`src/rtl/id_ex_skid_reg.sv`:
```
// ID/EX pipeline register with a one-entry skid buffer: in_ready depends only on registered
// state. The stall counter saturates and only rst clears it.
module id_ex_skid_reg #(
   parameter int unsigned DATA_W  = 32,
   parameter int unsigned ALUOP_W = 3,
   parameter int unsigned RADDR_W = 5,
   parameter int unsigned CNT_W   = 16
) (
   input  logic               clk,
   input  logic               rst,
   input  logic               in_valid,
   output logic               in_ready,
   input  logic [ALUOP_W-1:0] alu_op_in,
   input  logic               reg_dst_in,
   input  logic [DATA_W-1:0]  data1_in,
   input  logic [DATA_W-1:0]  data2_in,
   input  logic [RADDR_W-1:0] rs_in,
   input  logic [RADDR_W-1:0] rt_in,
   input  logic [RADDR_W-1:0] rd_in,
   input  logic               flush,
   output logic               out_valid,
   input  logic               out_ready,
   output logic [ALUOP_W-1:0] alu_op_out,
   output logic [DATA_W-1:0]  data1_out,
   output logic [DATA_W-1:0]  data2_out,
   output logic [RADDR_W-1:0] rs_out,
   output logic [RADDR_W-1:0] rt_out,
   output logic [RADDR_W-1:0] dest_out,
   output logic [CNT_W-1:0]   stall_cnt
);

   localparam int unsigned PAY_W = ALUOP_W + 2 * DATA_W + 3 * RADDR_W;
   localparam logic [CNT_W-1:0] CNT_MAX = '1;
   localparam logic [CNT_W-1:0] CNT_ONE = CNT_W'(1);

   logic [PAY_W-1:0]   in_pay;
   logic [PAY_W-1:0]   out_pay_q, out_pay_d;
   logic [PAY_W-1:0]   skid_pay_q, skid_pay_d;
   logic               out_valid_q, out_valid_d;
   logic               skid_valid_q, skid_valid_d;
   logic [CNT_W-1:0]   stall_cnt_q, stall_cnt_d;
   logic [RADDR_W-1:0] dest;
   logic               accept;
   logic               drain;

   // Destination is resolved here so EX never sees reg_dst.
   assign dest     = reg_dst_in ? rd_in : rt_in;
   assign in_pay   = {alu_op_in, data1_in, data2_in, rs_in, rt_in, dest};
   assign in_ready = ~skid_valid_q;
   assign accept   = in_valid & in_ready;
   assign drain    = out_valid_q & out_ready;

   always_comb begin
      out_valid_d  = out_valid_q;
      skid_valid_d = skid_valid_q;
      out_pay_d    = out_pay_q;
      skid_pay_d   = skid_pay_q;
      if (flush) begin
         out_valid_d  = 1'b0;
         skid_valid_d = 1'b0;
         out_pay_d    = '0;
         skid_pay_d   = '0;
      end else if (skid_valid_q) begin
         if (drain) begin
            out_pay_d    = skid_pay_q;
            out_valid_d  = 1'b1;
            skid_valid_d = 1'b0;
         end
      end else if (!out_valid_q || drain) begin
         out_valid_d = accept;
         if (accept) begin
            out_pay_d = in_pay;
         end
      end else if (accept) begin
         skid_pay_d   = in_pay;
         skid_valid_d = 1'b1;
      end
   end

   always_comb begin
      stall_cnt_d = stall_cnt_q;
      if (out_valid_q && !out_ready && (stall_cnt_q != CNT_MAX)) begin
         stall_cnt_d = stall_cnt_q + CNT_ONE;
      end
   end

   always_ff @(posedge clk or posedge rst) begin
      if (rst) begin
         out_valid_q  <= 1'b0;
         skid_valid_q <= 1'b0;
         out_pay_q    <= '0;
         skid_pay_q   <= '0;
         stall_cnt_q  <= '0;
      end else begin
         out_valid_q  <= out_valid_d;
         skid_valid_q <= skid_valid_d;
         out_pay_q    <= out_pay_d;
         skid_pay_q   <= skid_pay_d;
         stall_cnt_q  <= stall_cnt_d;
      end
   end

   assign out_valid = out_valid_q;
   assign stall_cnt = stall_cnt_q;
   assign {alu_op_out, data1_out, data2_out, rs_out, rt_out, dest_out} = out_pay_q;

endmodule

```
`config.mk`:
```
export PLATFORM = sky130hd
export DESIGN_NAME = id_ex_skid_reg
export DESIGN_NICKNAME = d
export VERILOG_FILES = /design/src/rtl/id_ex_skid_reg.sv
export SDC_FILE = /design/constraint.sdc
export NUM_CORES = 1
export LEC_CHECK = 0
export ABC_AREA = 0
export BUFFER_PORTS_ARGS = -buffer_cell sky130_fd_sc_hd__buf_2
export CAP_MARGIN = 20
export CORE_UTILIZATION = 28
export CTS_CLUSTER_DIAMETER = 120
export DETAILED_ROUTE_END_ITERATION = 8
export GPL_ROUTABILITY_DRIVEN = 0
export PLACE_DENSITY = 0.57
export SLEW_MARGIN = 5
export SYNTH_ARGS = -nofsm -noshare
export SYNTH_HDL_FRONTEND = slang
export SYNTH_SLANG_ARGS = --single-unit
```
`constraint.sdc`:
```
create_clock -name clk -period 5.9 [get_ports clk]
set_clock_uncertainty 0.15 [all_clocks]
set_input_delay 0.295 -clock clk [delete_from_list [all_inputs] [get_ports clk]]
set_output_delay 0.295 -clock clk [all_outputs]
set_load 0.01 [all_outputs]
```
; ---- Yosys cells after proc, flatten, opt, wreduce, memory -nomap -nowiden
; Cells that the tools add are included.
[totals]
regBits = 182
wordCells = 42
inputBits = 88
output_inout_bits = 100
[op_classes]
bitwise_logic = 3
add_sub_neg = 1
n_reduce_logical = 11
eq_ne = 4
n_mux = 18
[op_table]
columns = operator, count
row1 = $mux 82, 8
row2 = $add 16x1->16 const B, 1
row3 = $ne 16x16->1 const B, 1
row4 = $mux 1, 9
row5 = $reduce_and 3->1, 2
row6 = $reduce_bool 3->1, 2
row7 = $mux 5, 1
row8 = $ne 2x2->1 const B, 2
row9 = $ne 3x2->1 const B, 1
row10 = $and 1x1->1, 2
row11 = $logic_and 1x1->1, 2
row12 = $logic_not 1->1, 2
row13 = $reduce_and 2->1, 1
row14 = $reduce_bool 2->1, 1
row15 = $logic_or 1x1->1, 1
row16 = $not 1->1, 1

; ---- Logic depth before layout (Yosys ltp)
[depth]
ltp_word = 6
depth_mapped = 7

; ---- Worst setup path after synthesis
; No wires, ideal clock.
[synth_timing]
path_kind = flip-flop to flip-flop
start = reg stall_cnt_q[0], in the netlist stall_cnt[0]
end = reg stall_cnt_q[1], in the netlist stall_cnt[1]
setup_slack_ps = 4008
required_time_ps = 5625
arrival_time_ps = 1617
path_buffers = 0
setup_ps = 125
stages_incl_launch_ff = 6
synth_period_minus_slack_ps = 1892
path_cell_list = dfrtp_1 -> ha_1 -> nand3_2 -> nor4_4 -> nor2_2 -> mux2_4
[synth_between]
elab_chain_cells = 2
[synth_lines]
columns = element, line_no
row1 = from (decl), 41  ; logic [CNT_W-1:0] stall_cnt_q, stall_cnt_d;
row2 = from (signal assigned), 99  ; stall_cnt_q <= stall_cnt_d;
row3 = branches (longest 2 deep; another with $add 16x1->16), -
; Parallel ways; which one is timed is not known.
; A chain may end at the register's enable or synchronous reset.

; ---- Worst setup path after layout
[layout_timing]
start = reg skid_valid_q
end = reg out_pay_q[64]
[layout_between]
elab_chain_cells = 4
[layout_lines]
columns = element, line_no
row1 = from (decl), 40  ; logic skid_valid_q, skid_valid_d;
row2 = from (signal assigned), 96  ; skid_valid_q <= skid_valid_d;
row3 = $not 1->1, 49  ; assign in_ready = ~skid_valid_q;
row4 = $and 1x1->1, 50  ; assign accept = in_valid & in_ready;
row5 = $reduce_bool 3->1 (no source line), -
row6 = $reduce_and 3->1 (no source line), -
row7 = to (signal assigned), 97  ; out_pay_q <= out_pay_d;
row8 = to (decl), 37  ; logic [PAY_W-1:0] out_pay_q, out_pay_d;
; Parallel ways exist; a longest one is shown, timed or not.

==> flow_summary.ini <==
[pwr]
p_per_area_mw_per_mm2 = 281
ir_drop_v = 0.000150
p_leak_uw = 0.00484

[worst_setup_path]
critPathBufInv = 1
critPathSlowestCell = dfrtp_4
slowest_delay_ps = 690
end_kind = flop
path_cells = mux2i_4 > nor2_4 > buf_4 > nor2_1 > a211oi_1
path_max_fanout = 46
crit_family = simple AND/OR/NAND/NOR gates
startpoint_type = flop
crit_type = reg2reg
cp.arrival_ps = 2950
required_ps = 6060

[sta]
slew_headroom = 0.235
worstMarginPinSlew_ps = 1150
tns_ps = 0
rsz0062_at_grt = no
max_freq_ghz = 0.359
setup_viol = 0
fin_crit_sh = 0.473
holdWs_ps = 130
hold_viol_final = 0
finalMaxSlewViolations = 0
period_needed_ps = 2790

[yosys]
synth-main-ff-cell = dfrtp_1
syn_area_mm2 = 0.00817
yosysWarnings = 0
synthArstFlopShare = 1.00
synth_top_cell_by_area = dfrtp_1
synth_cell_types = 34
syn_avg_cell_area_um2 = 10.1
synthesis.instances = 807
ys_ff_latch = 182
synth_edf_count = 0
synth_top_area_frac = 0.558
synthTopCellsByArea = dfrtp_1 56%, mux2i_1 10%, nand2_1 7.6%
ys_seq_area_frac = 0.558
syn_nets = 896

[clock_network]
cts_tree = built
cts.htree.levels = 4
cts_made_buffers = 17
clk_pin_slew_worst_paths_ps = 70
cts_setup_buffers = 0
ctsResizeCount = 0
clockBufferDepth = 2
cts.sinks = 182
root_buffer = clkbuf_16
clk_latency_ps = 430

[global_routing]
grtUsageTotal = 0.147
antenna_found_initial = 1
grt_pass1_wl_um = 35100
gr-total-overflow = 0
grt_start_max_net_pins = 121
grt_pass1_vias = 6556

[layout]
fill_cells = 2940
drive_gt1_frac = 0.229
area_growth_pct = 31.4
multi_input_area_mm2 = 0.00329
final_area_mm2 = 0.0107
seqCellArea_mm2 = 0.00456
final_nets = 1125

[die]
io_pins = 188
fp.dieW_um = 173
die_area_mm2 = 0.0299
initial_core_util = 0.285
die_h_um = 173
core_mm2 = 0.0287
rows = 62

[placement]
hpwl_um = 13200
place_area_mm2 = 0.00935
portBuffers = 187

[run_status]
status = completed

[route]
wl_per_cell_um = 15.2
ant_nets = 0
drc = 0
dr.pass1.iters = 5
via_count = 6645
wl_um = 21700
avgViaCountPerCell = 4.63
drt_iter0_markers = 333

[job]
max_cap_viol_count = 0

[min_path]
min_path_type = in2reg
[synth_stat cells, types with 7 or more instances]
library cell	instances
nand2_1	166
dfrtp_1	182
nor2_1	83
buf_4	11
a211oi_1	82
clkbuf_1	31
mux2i_1	82
nor3_1	7
buf_2	22
xor2_1	13
a21oi_1	83
[kinds of logic (layout without fill, tap and decap cells)]
| group | after synthesis | in the layout | synth area share |
|---|---|---|---|
| mux | 84 | 84 | 0.105 |
| flops | 182 | 182 | 0.558 |
| compound gates | 176 | 176 | 0.135 |
| xor+xnor | 15 | 15 | 0.0161 |
| buf+inv | 67 | 309 | 0.0401 |
| simple gates | 282 | 282 | 0.145 |
| other cells | 0 | 1 | 0 |
| fa+ha+maj | 1 | 1 | 0.00153 |
[flip-flops by register name (all words and copies together) (netlist names)]
register      count
skid_pay_q       82
out_pay_q        82
skid_valid_q      1
stall_cnt        16
out_valid         1
[report_power, final]
group          leakage (µW)  total [µW]  internal, µW  switching, µW
Sequential          0.00245        1400          1330           67.1
Combinational       0.00210         471           203            268
Clock              0.000286        1150           602            550
[tightest hold or removal path, stage by stage]
cell,delay [ps]
buf_2,120
nand2_1,130
a221oi_1,100
[cell type report]
type,instances,share of cell area
antenna,1,0.000233
timing repair buffer,275,0.168
sequential,182,0.425
multi-input combinational,558,0.307
tap,384,0.0448
clock buffer,17,0.0396
inverter,2,0.00140
clock inverter,15,0.0145
[worst paths after layout]
check                                          start                   endpoint  slack (ps)  cells past startpoint
min in group asynchronous                        rst  out_pay_q[55]$_DFFE_PP0P_         460                      3
max in group asynchronous                        rst  out_pay_q[58]$_DFFE_PP0P_        3710                      4
setup reg to reg              skid_valid_q$_DFF_PP0_  out_pay_q[64]$_DFFE_PP0P_        3110                      5
hold reg to reg            stall_cnt[15]$_DFFE_PP0P_  stall_cnt[15]$_DFFE_PP0P_         350                      1
setup / recovery              skid_valid_q$_DFF_PP0_  out_pay_q[64]$_DFFE_PP0P_        3110                      5
hold / removal                              in_valid     skid_valid_q$_DFF_PP0_         130                      3
[cells in the final DEF, fill, tap and decap left out, drive strengths merged]
cell type / n
mux2i: 83
ha: 1
nand3: 3
clkinv: 3
inv: 12
nand4: 7
and2b: 1
mux2: 1
buf: 196
nor3b: 1
or3: 1
xor2: 13
dlygate4sd3: 79
and4: 2
nor4: 7
nor3: 8
clkbuf: 17
a21oi: 83
o211ai: 5
bufinv: 1
dfrtp: 182
a221oi: 1
nand2b: 1
nor2: 85
a211oi: 82
clkinvlp: 1
o21ai: 5
nand2: 166
diode: 1
xnor2: 2
[repair_timing]
item                                   4_1_cts  5_1_grt
endpoints found under the hold margin      197        0
hold buffers                                79        0
setup endpoints to repair                    0        0
[routing by layer]
metal  track usage  up-vias  wire (µm)
li1              -     3267          -
met1         0.192     3237      10200
met2         0.244      128      10500
met3        0.0292       13        721
met4        0.0479        0        344
met5             0        -          0
[through the flow]
stage	setup slack, ps	utilization	std cells	power (µW)
final	3110	0.374	1434	3020
after global routing	2890	0.374	1434	3180
after CTS	2930	0.373	1432	3070
after detailed placement	2950	0.326	1321	1860
after global placement	2950	0.326	1321	1860
after floorplan	511	-	807	1680
Power figures use the tool's default switching activity.
